<file path="src/rtl/cpu_ctrl_pkg.sv">
// cpu_ctrl_pkg: shared state encoding and constants for the pipeline controller.
package cpu_ctrl_pkg;
    typedef enum logic [1:0] {
        IDLE     = 2'd0,
        RUN      = 2'd1,
        MEM_WAIT = 2'd2
    } state_e;
    localparam int                REG_ADDR_W = 5;
    localparam logic [4:0]        REG_ZERO   = 5'd0;
    localparam logic [31:0]       NOP_INSTR  = 32'h0;
endpackage

</file>
<file path="src/rtl/sat_counter.sv">
// sat_counter: synchronous-reset up counter that sticks at all-ones instead of wrapping.
module sat_counter #(
    parameter int W = 32
) (
    input  logic         clk_i,
    input  logic         rst_ni,
    input  logic         inc_i,
    output logic [W-1:0] cnt_o
);
    logic [W-1:0] cnt_q, cnt_d;

    assign cnt_d = (inc_i && cnt_q != '1) ? cnt_q + W'(1) : cnt_q;
    assign cnt_o = cnt_q;

    always_ff @(posedge clk_i) begin
        cnt_q <= !rst_ni ? '0 : cnt_d;
    end
endmodule

</file>
<file path="src/rtl/pipeline_ctrl.sv">
// pipeline_ctrl: start gating, load-use stall, branch flush and memory-wait freeze
// for the five-stage pipeline, plus saturating performance counters.
module pipeline_ctrl
    import cpu_ctrl_pkg::*;
#(
    parameter int CNT_W = 32
) (
    input  logic                  clk_i,
    input  logic                  rst_ni,
    input  logic                  start_i,
    input  logic [REG_ADDR_W-1:0] id_rs1_i,
    input  logic [REG_ADDR_W-1:0] id_rs2_i,
    input  logic                  id_uses_rs1_i,
    input  logic                  id_uses_rs2_i,
    input  logic                  ex_memread_i,
    input  logic [REG_ADDR_W-1:0] ex_rd_i,
    input  logic                  branch_taken_i,
    input  logic                  dmem_req_i,
    input  logic                  dmem_ready_i,
    output logic                  pc_write_o,
    output logic                  ifid_write_o,
    output logic                  ifid_flush_o,
    output logic                  idex_bubble_o,
    output logic                  pipe_hold_o,
    output logic [1:0]            state_o,
    output logic [CNT_W-1:0]      cycle_cnt_o,
    output logic [CNT_W-1:0]      stall_cnt_o,
    output logic [CNT_W-1:0]      flush_cnt_o,
    output logic [CNT_W-1:0]      memwait_cnt_o
);
    state_e state_q, state_d;
    logic   active, mem_busy, load_use;

    assign mem_busy = dmem_req_i & ~dmem_ready_i;
    assign load_use = ex_memread_i && ex_rd_i != REG_ZERO &&
                      ((id_uses_rs1_i && id_rs1_i == ex_rd_i) ||
                       (id_uses_rs2_i && id_rs2_i == ex_rd_i));
    assign active   = rst_ni && state_q != IDLE;
    assign state_o  = state_q;

    always_ff @(posedge clk_i) begin
        state_q <= !rst_ni ? IDLE : state_d;
    end

    // Freeze is the default; only a live, non-waiting cycle lets the pipeline move.
    always_comb begin
        state_d       = state_q;
        pc_write_o    = 1'b0;
        ifid_write_o  = 1'b0;
        ifid_flush_o  = 1'b0;
        idex_bubble_o = 1'b0;
        pipe_hold_o   = 1'b1;
        if (!active) begin
            state_d = start_i ? RUN : IDLE;
        end else if (mem_busy) begin
            state_d = MEM_WAIT;
        end else begin
            state_d       = start_i ? RUN : IDLE;
            pipe_hold_o   = 1'b0;
            pc_write_o    = !load_use;
            ifid_write_o  = !load_use;
            idex_bubble_o = load_use;
            ifid_flush_o  = !load_use && branch_taken_i;
        end
    end

    sat_counter #(.W(CNT_W)) u_cycle (
        .clk_i(clk_i), .rst_ni(rst_ni), .inc_i(active), .cnt_o(cycle_cnt_o)
    );
    sat_counter #(.W(CNT_W)) u_stall (
        .clk_i(clk_i), .rst_ni(rst_ni), .inc_i(active && !mem_busy && load_use), .cnt_o(stall_cnt_o)
    );
    sat_counter #(.W(CNT_W)) u_flush (
        .clk_i(clk_i), .rst_ni(rst_ni), .inc_i(active && !mem_busy && !load_use && branch_taken_i),
        .cnt_o(flush_cnt_o)
    );
    sat_counter #(.W(CNT_W)) u_memwait (
        .clk_i(clk_i), .rst_ni(rst_ni), .inc_i(active && mem_busy), .cnt_o(memwait_cnt_o)
    );
endmodule
</file>
<file path="config.mk">
export PLATFORM = sky130hd
export DESIGN_NAME = pipeline_ctrl
export DESIGN_NICKNAME = d
export VERILOG_FILES = /design/src/rtl/cpu_ctrl_pkg.sv /design/src/rtl/sat_counter.sv /design/src/rtl/pipeline_ctrl.sv
export SDC_FILE = /design/constraint.sdc
export NUM_CORES = 1
export LEC_CHECK = 0
export ABC_AREA = 1
export CAP_MARGIN = 20
export CELL_PAD_IN_SITES_DETAIL_PLACEMENT = 1
export CELL_PAD_IN_SITES_GLOBAL_PLACEMENT = 2
export CORE_ASPECT_RATIO = 1.2
export CORE_MARGIN = 3
export CORE_UTILIZATION = 28
export CTS_BUF_LIST = sky130_fd_sc_hd__clkbuf_4 sky130_fd_sc_hd__clkbuf_8
export DETAILED_ROUTE_END_ITERATION = 8
export GPL_ROUTABILITY_DRIVEN = 0
export PLACE_DENSITY = 0.89
export SLEW_MARGIN = 30
export SYNTH_ARGS = -nofsm -noshare
export SYNTH_HDL_FRONTEND = slang
export SYNTH_SLANG_ARGS = --single-unit
</file>
<file path="constraint.sdc">
create_clock -name clk_i -period 2.3 [get_ports clk_i]
set_input_delay 0.46 -clock clk_i [delete_from_list [all_inputs] [get_ports clk_i]]
set_output_delay 0.46 -clock clk_i [all_outputs]
set_load 0.03 [all_outputs]
</file>
# Word level (Yosys, flattened, before mapping)
# Cells that the tools add are included.
[classes] n_eq_ne=6 n_reduce_logical=20 n_addsub=4 n_bitwise=2 n_mux=11
[ops] op="32-bit by 1-bit adder with 32-bit output (second input constant)" n=4
[ops] op="32-bit != test (second input constant)" n=4
[ops] op="1-bit logical AND" n=15
[ops] op="5-bit == test" n=2
[ops] op="1-bit 2-to-1 mux" n=9
[ops] op="5-bit nonzero test" n=1
[ops] op="2-bit 2-to-1 mux" n=2
[ops] op="1-bit zero test" n=2
[ops] op="2-bit nonzero test" n=1
[ops] op="1-bit bitwise AND" n=1
[ops] op="1-bit logical OR" n=1
[ops] op="1-bit inverter" n=1
[word_totals] wordCells=48 ff_bits=130 in_bits=24 out_inout_bits=135

# Logic depth before layout (Yosys ltp)
[logic_depth] depth_word=8 depth_mapped=13 depth_no_buf=12

# By module
# A second synthesis with hierarchy kept.
[unflattened] cells_unflattened=1373 area_unflattened_um2=8003.9
[modules_own_cells] module="sat_counter" n_inst=4 seq_area_each_um2=640.6 cells_each=324 area_each_um2=1911.8
[modules_own_cells] module="pipeline_ctrl" n_inst=1 seq_area_each_um2=40.0 cells_each=77 area_each_um2=356.6

# Worst setup path after synthesis
# Ideal clock, no wire load.
[synth_path] path_type="reg-to-reg" startpoint="register u_memwait.cnt_q[0], in the netlist u_memwait.cnt_o[0]" endpoint="register u_memwait.cnt_q[4], in the netlist u_memwait.cnt_o[4]" stages_incl_launch_ff=12 n_path_buf=1 path_slack_ps=215 setup_time_ps=137 arrival_time_ps=1948 t_required_ps=2163 period_less_slack_ps=2085 cell_sequence="dfxtp_1 ha_1 nand3_2 nor2_1 nand3_2 nor2_2 nand2_1 nand2_4 buf_6 nor2_1 o21ai_0 a21oi_1"
[synth_between] elab_chain_len=2 word_cells_on_any_way=3 cone_classes="1 x add/sub; 1 x eq/ne; 1 x reduce/logical"
[synth_rtl] item="from (decl)" line="sat_counter.sv:10" rtl="logic [W-1:0] cnt_q, cnt_d;"
[synth_rtl] item="from (signal assigned)" line="sat_counter.sv:16" rtl="cnt_q <= !rst_ni ? '0 : cnt_d;"
[synth_rtl] item="parallel branches: the longest is 2 deep, another holds 32-bit by 1-bit adder with 32-bit output"
# Several ways; the timed one is not identified.
# A chain may end at the register's enable or synchronous reset.

# Worst setup path in the final report
[layout_path] startpoint="input port id_rs2_i[0]" endpoint="output port idex_bubble_o"
[layout_between] elab_chain_len=6
[layout_rtl] item="from (decl)" line="pipeline_ctrl.sv:12" rtl="input logic [REG_ADDR_W-1:0] id_rs2_i,"
[layout_rtl] item="5-bit == test" line="pipeline_ctrl.sv:37" rtl="(id_uses_rs2_i && id_rs2_i == ex_rd_i));"
[layout_rtl] item="1-bit logical AND" line="pipeline_ctrl.sv:37"
[layout_rtl] item="1-bit logical OR" line="pipeline_ctrl.sv:36" rtl="((id_uses_rs1_i && id_rs1_i == ex_rd_i) ||"
[layout_rtl] item="1-bit logical AND" line="pipeline_ctrl.sv:35" rtl="assign load_use = ex_memread_i && ex_rd_i != REG_ZERO &&"
[layout_rtl] item="1-bit 2-to-1 mux" line="pipeline_ctrl.sv:55" rtl="end else if (mem_busy) begin"
[layout_rtl] item="1-bit 2-to-1 mux" line="pipeline_ctrl.sv:53" rtl="if (!active) begin"
[layout_rtl] item="to (decl)" line="pipeline_ctrl.sv:23" rtl="output logic idex_bubble_o,"
# No other way between the ends.

==> metrics.md <==
| Metric | Value |
|---|---|
| Status | `completed` |
| Final #Nets | `approximately 1500` |
| Largest cells by area after synthesis | `dfxtp_1 33%, nand2_1 22%, nor2_1 11%, inv_1 5.4%, a21oi_1 5.4%` |
| Post-synthesis register bit count | `between 100 and 150` |
| Die area | `about 30000 um2` |
| CTS Sinks | `130` |
| Placed insts | `between 1500 and 2000` |
| Pwr Density | `around 430 nW/um2` |
| Primary FF master, synth | `dfxtp_1` |
| CP max FO | `3` |
| DRC | `0` |
| Layout cell share with drive strength beyond 1 | `approximately 7.7%` |
| Input/output buffers | `158` |
| Sequential fraction of the synthesis area | `between 30 and 40%` |
| RSZ-0062 raised after global routing | `true` |
| LEAKAGE | `3.92 nW` |
| Final hold violation count | `0` |
| Antenna violations before repair | `0` |
| CTS root buffer | `clkbuf_8` |
| Crit path required time | `1.84 ns` |
| Worst-case clock buffer depth | `2` |
| Area grow syn2layout | `33.1%` |
| Setup violators final | `0` |
| Combinational share of power | `roughly 6%` |
| WL final | `28.0 mm` |
| GRT Overall Usage | `~18%` |
| Cell with the most instances after synthesis | `nand2_1` |
| Post-CTS Setup Inserts | `0` |
| DR iter-0 viols | `382` |
| Top post-synthesis cells by count | `467 x nand2_1, 245 x nor2_1, 130 x dfxtp_1` |
| Sequential group share of total power | `between 40% and 50%` |
| Worst r2r src | `u_cycle.cnt_o[1]$_SDFFE_PN0P_` |
| CTS hold repair buffers | `0` |
| Vias in the first global route | `9075` |
| # rows | `between 60 and 70` |
| H-tree depth | `4` |
| Finished Core Util | `37.9%` |
| Worst hold slack | `about 0.37 ns` |
| I/O pin count | `159` |
| Syn_nets | `1356` |
| CP Launch Type | `input port` |
| Crit path from | `id_rs2_i[0]` |
| Die W | `about 160 um` |
| Fillers | `3725` |
| Synth Warn # | `0` |
| Setup CP Type | `in2out` |
| Max cap viols | `0` |
| Critical path capture point type | `output pin` |
| Arrival time worst endpoint | `between 1.5 and 2 ns` |
| Post-Syn Instances | `1328` |
| Clock power frac | `44.8%` |
| Hold Startpoint | `rst_ni` |
| DR vias/cell | `~4.7` |
| Hpwl dp | `21.7 mm` |
| HP Class | `in2reg` |
| FFs w/ async S/R, synth | `0%` |
| Post-DP Area | `between 10000 and 15000 um2` |
| Routed len/inst | `around 15 um` |
| Clk_skew | `roughly 0.017 ns` |
| Total core area | `28100 um2` |
| Overflow after GRT | `0` |
| Largest net degree at the start of global routing | `approximately 60` |
| Fin area | `around 11000 um2` |
| P_int | `between 0.003 and 0.004 W` |
| Achievable clock frequency | `around 0.44 GHz` |
| First-pass GRT wire length | `roughly 46 mm` |
| Synth area leader | `dfxtp_1` |
| Design Power | `about 0.0046 W` |
| Synth top area share | `between 30% and 40%` |
| NetSw | `around 0.0011 W` |
| Clk Latency, worst-skew pair | `about 0.45 ns` |
| Switching share of power | `between 20 and 25%` |
| Min Tclk post-route | `2.26 ns` |
| Post-synth EDFFs | `0` |
| Mapped cell area | `~8000 um2` |
| CTS tree | `built` |
| Measured slew at the worst slew-check pin | `0.733 ns` |
| Routed via count | `around 9000` |
| CTS buffer count | `17` |
| Fin. max-slew vios | `0` |
| DRT antenna net count | `0` |
| Drt first pass iters | `4` |
| Syn Area/Cell | `6.03 um2` |
| Final Non-Filler Cells | `~1900` |
| VDD IR max | `0.240 mV` |
| Crit share post-route | `a little over nine tenths` |
| Die height | `191 um` |
| N_diodes | `0` |
| Clk slew on worst S/H paths | `about 0.08 ns` |
| Initial Util | `between 20% and 30%` |
| Max-slew headroom | `approximately half` |
| Yosys cell types | `35` |
-- cell type report --
type | count | area [um2] | share of cell area [%]
clock inverter | 5 | 77.6 | 0.728
multi-input combinational | 1043 | 4780 | 44.9
inverter | 119 | 449 | 4.22
clock buffer | 24 | 312 | 2.92
sequential | 130 | 2600 | 24.4
tap | 379 | 474 | 4.45
timing repair buffer | 202 | 1960 | 18.4
-- routing by layer --
| layer | vias to the layer above | global-route usage, % | part of all wire (%) |
|---|---|---|---|
| met5 | - | 0 | 0 |
| met1 | 4290 | 22.5 | 46 |
| li1 | 4524 | - | - |
| met4 | 0 | 4.04 | 0.93 |
| met2 | 142 | 33.1 | 50 |
| met3 | 22 | 3.79 | 3.7 |
-- layout by cell type, fill, tap and decap left out, types with 2 or more instances in the layout --
cell	instances
dlymetal6s2s_1	4
xnor2_1	18
dfxtp_1	130
nor4_1	2
xor2_1	43
inv_2	6
o21ai_0	16
nand2_1	464
nand2_4	5
inv_1	112
nand3b_1	3
clkbuf_8	21
ha_1	4
a21oi_1	86
and3_1	2
nor2_2	7
nand2_2	2
nand3_1	62
dlygate4sd2_1	5
nand4_1	23
nor3_2	3
buf_4	42
nor3_1	41
clkbuf_4	3
o21ai_1	2
buf_6	3
nand3_2	7
bufinv_16	2
nor2_1	243
buf_12	4
clkinv_2	2
clkdlybuf4s50_1	143
-- critical path, stage by stage --
cell and delay, ns:
clkdlybuf4s50_1 0.45, inv_1 0.05, nand2_1 0.05, nand2_1 0.05, nor2_1 0.12, nand3_1 0.10
nand2_2 0.11, nand3_2 0.07, buf_6 0.14, inv_4 0.07, buf_6 0.12
-- per-stage QoR --
| step | setup WS [ns] | setup TNS, ns |
|---|---|---|
| detailed placement | -0.191 | -3.20 |
| finish | 0.0442 | 0 |
| global route | -0.0616 | -0.0709 |
| CTS | 0.0198 | 0 |
| global placement | -0.124 | -0.296 |
| floorplan | 0.215 | 0 |
-- power by group through the flow --
stage                     Sequential [W]  Clock [W]  Combinational (W)
after floorplan                  0.00234          0           0.000133
after global placement           0.00232          0           0.000272
after detailed placement         0.00232          0           0.000280
after CTS                        0.00227    0.00212           0.000279
after global routing             0.00227    0.00221           0.000306
final                            0.00227    0.00206           0.000275
-- sequential cells by signal (all words and copies together), names as in the netlist --
signal           count
u_stall.cnt_o       32
u_memwait.cnt_o     32
u_cycle.cnt_o       32
u_flush.cnt_o       32
state_o              2
-- what timing repair did --
item	4_1_cts	5_1_grt
endpoints found under the setup margin	4	10
pin swaps	1	6
gates resized for setup	16	12
-- cell families (layout without fill, tap and decap cells) --
| logic type | count (synthesis) | in the layout | share of synthesized area (%) |
|---|---|---|---|
| flops | 130 | 130 | 32.5 |
| xor+xnor | 61 | 61 | 6.67 |
| fa+ha+maj | 4 | 4 | 0.625 |
| compound gates | 106 | 106 | 6.67 |
| simple gates | 872 | 872 | 45.2 |
| buf+inv | 155 | 350 | 8.32 |
-- final timing paths --
path / to / slack, ns / cells past startpoint
worst min register to register: u_cycle.cnt_o[20]$_SDFFE_PN0P_ / 0.50 / 2
worst max register to register: u_cycle.cnt_o[28]$_SDFFE_PN0P_ / 0.25 / 10
worst min-delay path: state_o[1]$_SDFF_PN0_ / 0.37 / 3
worst max-delay path: idex_bubble_o / 0.04 / 11
No activity file was read; power rests on OpenSTA's default activity.
==> RTL change 1 (config.mk and constraints unchanged) <==
Change the package constant `REG_ZERO` from 5'd0 to 5'd1.
--- a/src/rtl/cpu_ctrl_pkg.sv
+++ b/src/rtl/cpu_ctrl_pkg.sv
@@ -6,7 +6,7 @@
         MEM_WAIT = 2'd2
     } state_e;
     localparam int                REG_ADDR_W = 5;
-    localparam logic [4:0]        REG_ZERO   = 5'd0;
+    localparam logic [4:0]        REG_ZERO   = 5'd1;
     localparam logic [31:0]       NOP_INSTR  = 32'h0;
 endpackage
 
Behaviour: not the same (Yosys sat finds a counterexample within 4 cycles, from zero or initial values and one cycle with rst_ni low).
==> RTL change 1 against the original RTL <==
  * Sequential cell count is the same
  * Combinational power grew 2%
  * Largest power group is now the clock network
  * Setup slack gained 65 ps
  * Critical endpoint is now stall_cnt_o[23]
  * Wire length grew 0.81%
  * Area after synthesis shrank 0.55%
  * Power grew 6.8%
  * Die area shrank 0.53%
  * Cell area grew 0.40%
  * Sequential share of layout area shrank 0.086 points
  * Via count shrank 1.6%
  * Sequential power is essentially flat
  * Critical path type is now reg2out
==> RTL change 1: results (changes against the original RTL) <==
| Metric | Value |
|---|---|
| CP peak stage delay | `740 ps (was 450 ps)` |
| Layout cells sized above 1 | `7.80% (was 7.75%)` |
| Relative slew slack | `64.2% (was 51.2%)` |
| Worst R2R End | `u_memwait.cnt_o[18] (was u_cycle.cnt_o[28])` |
| Final #Nets | `1528 (was 1541)` |
| Worst min path class | `reg2reg (was in2reg)` |
| DP HPWL | `21800 um (was 21700 um)` |
| Dominant cells by area after synthesis | `dfxtp_1 (33%), nand2_1 (22%), nor2_1 (12%) (was dfxtp_1 (33%), nand2_1 (22%), nor2_1 (11%))` |
| CP arrival | `1730 ps (was 1800 ps)` |
| Crit path max fanout | `9 (was 3)` |
| Status | `complete, no violations (unchanged)` |
| Syn Nets | `1349 (was 1356)` |
| Post-synthesis sequential area ratio | `32.7% (was 32.5%)` |
| Critical Path End | `stall_cnt_o[23] (was idex_bubble_o)` |
| Skew final | `19.5 ps (was 16.5 ps)` |
| Setup WS pre-CTS | `-119 ps (was -191 ps)` |
| VDD IR max | `0.356 mV (was 0.240 mV)` |
| Hold Fails Final Rpt | `0 (unchanged)` |
| Crit path launch | `u_stall.cnt_o[23] (was id_rs2_i[0])` |
| Most frequent cells after synthesis | `nand2_1 (466), nor2_1 (252), dfxtp_1 (130) (was nand2_1 (467), nor2_1 (245), dfxtp_1 (130))` |
| Largest net degree at the start of global routing | `37 (was 59)` |
| Leakage | `0.00385 uW (was 0.00392 uW)` |
| R2R depth | `11 (was 10)` |
| Final Cycle Share | `95.3% (was 98.1%)` |
| RR Startpoint | `u_memwait.cnt_o[1] (was u_cycle.cnt_o[1])` |
| Vias in the first global route | `9331 (was 9075)` |
| Worst-Skew Late Latency | `470 ps (was 450 ps)` |
| Mean number of vias per cell | `4.67 (was 4.72)` |
| GR Util All Layers | `18.8% (was 18.3%)` |
| Initial DRC count | `377 (was 382)` |
| Fillers | `3712 (was 3725)` |
| First-pass GRT wire length | `47000 um (was 46200 um)` |
| Total routed wirelength | `28300 um (was 28000 um)` |
| WHS Path Cells | `2 (was 3)` |
## RTL change 1: through the flow
| stage | utilization (%) | cells | cell area (um2) | TNS [ps] | hold slack, ps |
|---|---|---|---|---|---|
| 6_report | 38.2 | 1892 | 10700 | 0 | 493 |
| 5_1_grt | 38.2 | 1892 | 10700 | -2.06 | 506 |
| 4_1_cts | 38.0 | 1892 | 10600 | 0 | 486 |
| 3_5_place_dp | 36.2 | 1859 | 10100 | -2760 | 488 |
| 3_3_place_gp | 36.2 | 1859 | 10100 | -925 | 480 |
| 2_1_floorplan | - | 1321 | 7960 | 0 | 549 |
## RTL change 1: what timing repair did
| action | 4_1_cts | 5_1_grt |
|---|---|---|
| endpoints found under the setup margin | 4 | 37 |
| setup buffers | 1 | 0 |
| gates resized for setup | 14 | 22 |
| pin swaps | 2 | 7 |
## RTL change 1: layer usage
metal | part of all wire, % | GRT usage (%) | vias to the layer above | wire, um
met1 | 42 | 21.3 | 4173 | 12000
met4 | 1.8 | 5.34 | 0 | 520
met3 | 3.1 | 3.35 | 35 | 887
met5 | 0 | 0 | - | 0
met2 | 53 | 35.9 | 138 | 14900
li1 | - | - | 4485 | -
## RTL change 1: cell type report
type                       instances  area (um2)  share of cell area (%)
clock inverter                    13         209                    1.95
clock buffer                      19         255                    2.39
multi-input combinational       1042        4780                    44.7
inverter                         113         427                    3.99
sequential                       130        2600                    24.3
timing repair buffer             196        1940                    18.2
tap                              379         474                    4.43
## RTL change 1: cells by family (layout without fill, tap and decap cells)
logic type / after synthesis / in the layout / synth area share [%]
simple gates: 870 / 870 / 45.2
buf+inv: 149 / 341 / 7.81
flops: 130 / 130 / 32.7
compound gates: 104 / 104 / 6.62
xor+xnor: 64 / 64 / 7.04
fa+ha+maj: 4 / 4 / 0.629
## RTL change 1: how the worst min path moves through the flow
stage                        startpoint             endpoint  slack, ps
floorplan                  dmem_ready_i           state_o[1]        550
global placement      u_cycle.cnt_o[20]    u_cycle.cnt_o[20]        480
detailed placement  u_memwait.cnt_o[31]  u_memwait.cnt_o[31]        490
CTS                              rst_ni    u_stall.cnt_o[24]        490
global route                     rst_ni    u_stall.cnt_o[22]        510
finish              u_memwait.cnt_o[31]  u_memwait.cnt_o[31]        490
## RTL change 1: where the power goes
part / leakage, uW / switching [uW] / internal [uW] / total (uW)
clock network: 0.000225 / 1040 / 1330 / 2370
logic: 0.00258 / 173 / 107 / 280
registers: 0.00105 / 9.92 / 2260 / 2270
total: 0.00385 / 1220 / 3700 / 4920
## RTL change 1: worst register-to-register path: stages, from the launching register on
cell	delay, ps
dfxtp_1	400
ha_1	190
nand3_1	170
nor2_2	170
nand3_2	140
nor2_4	170
nand2_1	120
nand2_2	100
buf_4	210
nor2_1	80
xnor2_1	140
nor2_1	60
==> RTL change 2 (config.mk and constraints unchanged) <==
Without the edit above. Put a register stage on the output `flush_cnt_o`, without a reset. The value now appears one clock later. The other outputs are not delayed to match.
--- a/src/rtl/pipeline_ctrl.sv
+++ b/src/rtl/pipeline_ctrl.sv
@@ -28,6 +28,8 @@
     output logic [CNT_W-1:0]      flush_cnt_o,
     output logic [CNT_W-1:0]      memwait_cnt_o
 );
+
+    logic [CNT_W-1:0] flush_cnt_d;
     state_e state_q, state_d;
     logic   active, mem_busy, load_use;
 
@@ -72,9 +74,13 @@
     );
     sat_counter #(.W(CNT_W)) u_flush (
         .clk_i(clk_i), .rst_ni(rst_ni), .inc_i(active && !mem_busy && !load_use && branch_taken_i),
-        .cnt_o(flush_cnt_o)
+        .cnt_o(flush_cnt_d)
     );
     sat_counter #(.W(CNT_W)) u_memwait (
         .clk_i(clk_i), .rst_ni(rst_ni), .inc_i(active && mem_busy), .cnt_o(memwait_cnt_o)
     );
+    always_ff @(posedge clk_i) begin
+        flush_cnt_o <= flush_cnt_d;
+    end
+
 endmodule
Formal check against the unedited RTL: not equivalent (a bounded check fails within 4 cycles, from zero or initial values and one cycle with rst_ni low).
==> RTL change 2 against the original RTL <==
  * Cell area up 5.7%
  * Wire length down 0.66%
  * Via count down 0.37%
  * Sequential cell count up 32
  * Setup slack better by 68 ps
  * Area after synthesis up 5.9%
  * Power up 19%
  * Highest routed layer unchanged
==> RTL change 2: results (changes against the original RTL) <==
| Metric | Value |
|---|---|
| CP peak stage delay | `250 ps (was 450 ps)` |
| # placed instances | `1880 (was 1873)` |
| WL per Instance | `14.5 um (was 14.7 um)` |
| Top Metal Used | `met4 (unchanged)` |
| Count of input and output buffers | `158 (unchanged)` |
| Layout cells sized above 1 | `8.64% (was 7.75%)` |
| Worst-Skew Late Latency | `480 ps (was 450 ps)` |
| Diode count | `0 (unchanged)` |
| Clock Path Buffers | `2 (unchanged)` |
| Met2 wire len | `14000 um (was 13900 um)` |
| Setup WS pre-CTS | `-404 ps (was -191 ps)` |
| Leakage | `0.00408 uW (was 0.00392 uW)` |
| Met3 global-route usage | `3.57% (was 3.79%)` |
| Final #Nets | `1543 (was 1541)` |
| GR Util All Layers | `17.5% (was 18.3%)` |
| First-pass GRT wire length | `46300 um (was 46200 um)` |
| # H-tree levels | `4 (unchanged)` |
| Vias in the first global route | `9294 (was 9075)` |
| Syn Nets | `1351 (was 1356)` |
| Worst min path class | `reg2reg (was in2reg)` |
| Initial DRC count | `326 (was 382)` |
| Met2 Use GR | `31.4% (was 33.1%)` |
| Post-place instance area | `10700 um2 (was 10200 um2)` |
| Top FF cell, synth | `dfxtp_1 (unchanged)` |
| Most frequent cells after synthesis | `nand2_1 (430), nor2_1 (240), dfxtp_1 (162) (was nand2_1 (467), nor2_1 (245), dfxtp_1 (130))` |
| Root Buffer | `clkbuf_8 (unchanged)` |
| Met1 wire length | `12500 um (was 12800 um)` |
| Dominant cells by area after synthesis | `dfxtp_1 (38%), nand2_1 (19%), nor2_1 (11%) (was dfxtp_1 (33%), nand2_1 (22%), nor2_1 (11%))` |
| Met1 Use GR | `21.2% (was 22.5%)` |
| Mean Syn Cell Area | `6.41 um2 (was 6.03 um2)` |
| Total routed wirelength | `27900 um (was 28000 um)` |
| Relative slew slack | `44.1% (was 51.2%)` |
| Post-synthesis sequential area ratio | `38.3% (was 32.5%)` |
| Detailed Routing Iterations Pass 1 | `4 (unchanged)` |
| CP arrival | `1730 ps (was 1800 ps)` |
| Vias after detailed routing | `8945 (was 8978)` |
| Met3 wire len | `1060 um (was 1030 um)` |
| Largest net degree at the start of global routing | `65 (was 59)` |
| VDD IR max | `0.264 mV (was 0.240 mV)` |
| Status | `complete, no violations (unchanged)` |
| Yosys cell types | `31 (was 35)` |
| Inserted Clock Buffers | `17 (unchanged)` |
| Ys async rst share | `0% (unchanged)` |
| Skew final | `17.4 ps (was 16.5 ps)` |
| CP max-delay cell | `a21oi_4 (was clkdlybuf4s50_1)` |
| CP top delay family | `buffers and inverters (unchanged)` |
| DP HPWL | `21300 um (was 21700 um)` |
==> RTL change 2: changes by cell type after synthesis, sizes merged, moves of 2 or more <==
cell | before | now
o21ai | 19 | 17
a31oi | 0 | 2
nand2 | 471 | 437
xnor2 | 18 | 16
nand4 | 23 | 28
nor2 | 251 | 247
a21oi | 87 | 90
and3 | 2 | 0
nor3 | 45 | 49
xor2 | 43 | 45
dfxtp | 130 | 162
clkbuf | 11 | 9
inv | 119 | 117
==> RTL change 2: layout make-up <==
type / count / area, um2
flip-flops and latches: 162 / 3240
repair buffers: 207 / 1960
fillers: 3898 / 18400
clock inverters: 13 / 189
well taps: 390 / 488
multi-input cells: 1010 / 4670
clock buffers: 19 / 262
inverters: 117 / 448
==> RTL change 2: timing repair <==
item / CTS / global route
pin swaps: 9 / 9
setup endpoints to repair: 4 / 40
cloned: 0 / 0
endpoints found under the hold margin: 0 / 0
resized for setup: 32 / 21
setup buffers: 5 / 1
==> RTL change 2: cells by family after synthesis <==
logic type	share of synthesized area, %
fa+ha+maj	0.591
compound gates	6.47
buf+inv	7.62
xor+xnor	6.30
flops	38.3
simple gates	40.8
==> RTL change 2: power breakdown <==
group / total (uW) / switching (uW) / internal [uW]
Sequential: 2820 / 7.47 / 2810
Clock: 2400 / 1230 / 1170
Combinational: 264 / 165 / 98.6
Total: 5480 / 1400 / 4080
==> RTL change 2: worst paths after layout <==
| path | startpoint | endpoint | slack [ps] | cells past startpoint |
|---|---|---|---|---|
| worst max-delay path | ex_rd_i[1] | ifid_write_o | 110 | 8 |
| worst min-delay path | u_flush.cnt_o[1] | flush_cnt_o[1] | 390 | 0 |
| worst max register to register | u_flush.cnt_o[0] | u_flush.cnt_o[18] | 240 | 12 |
| worst min register to register | u_flush.cnt_o[1] | flush_cnt_o[1] | 390 | 0 |
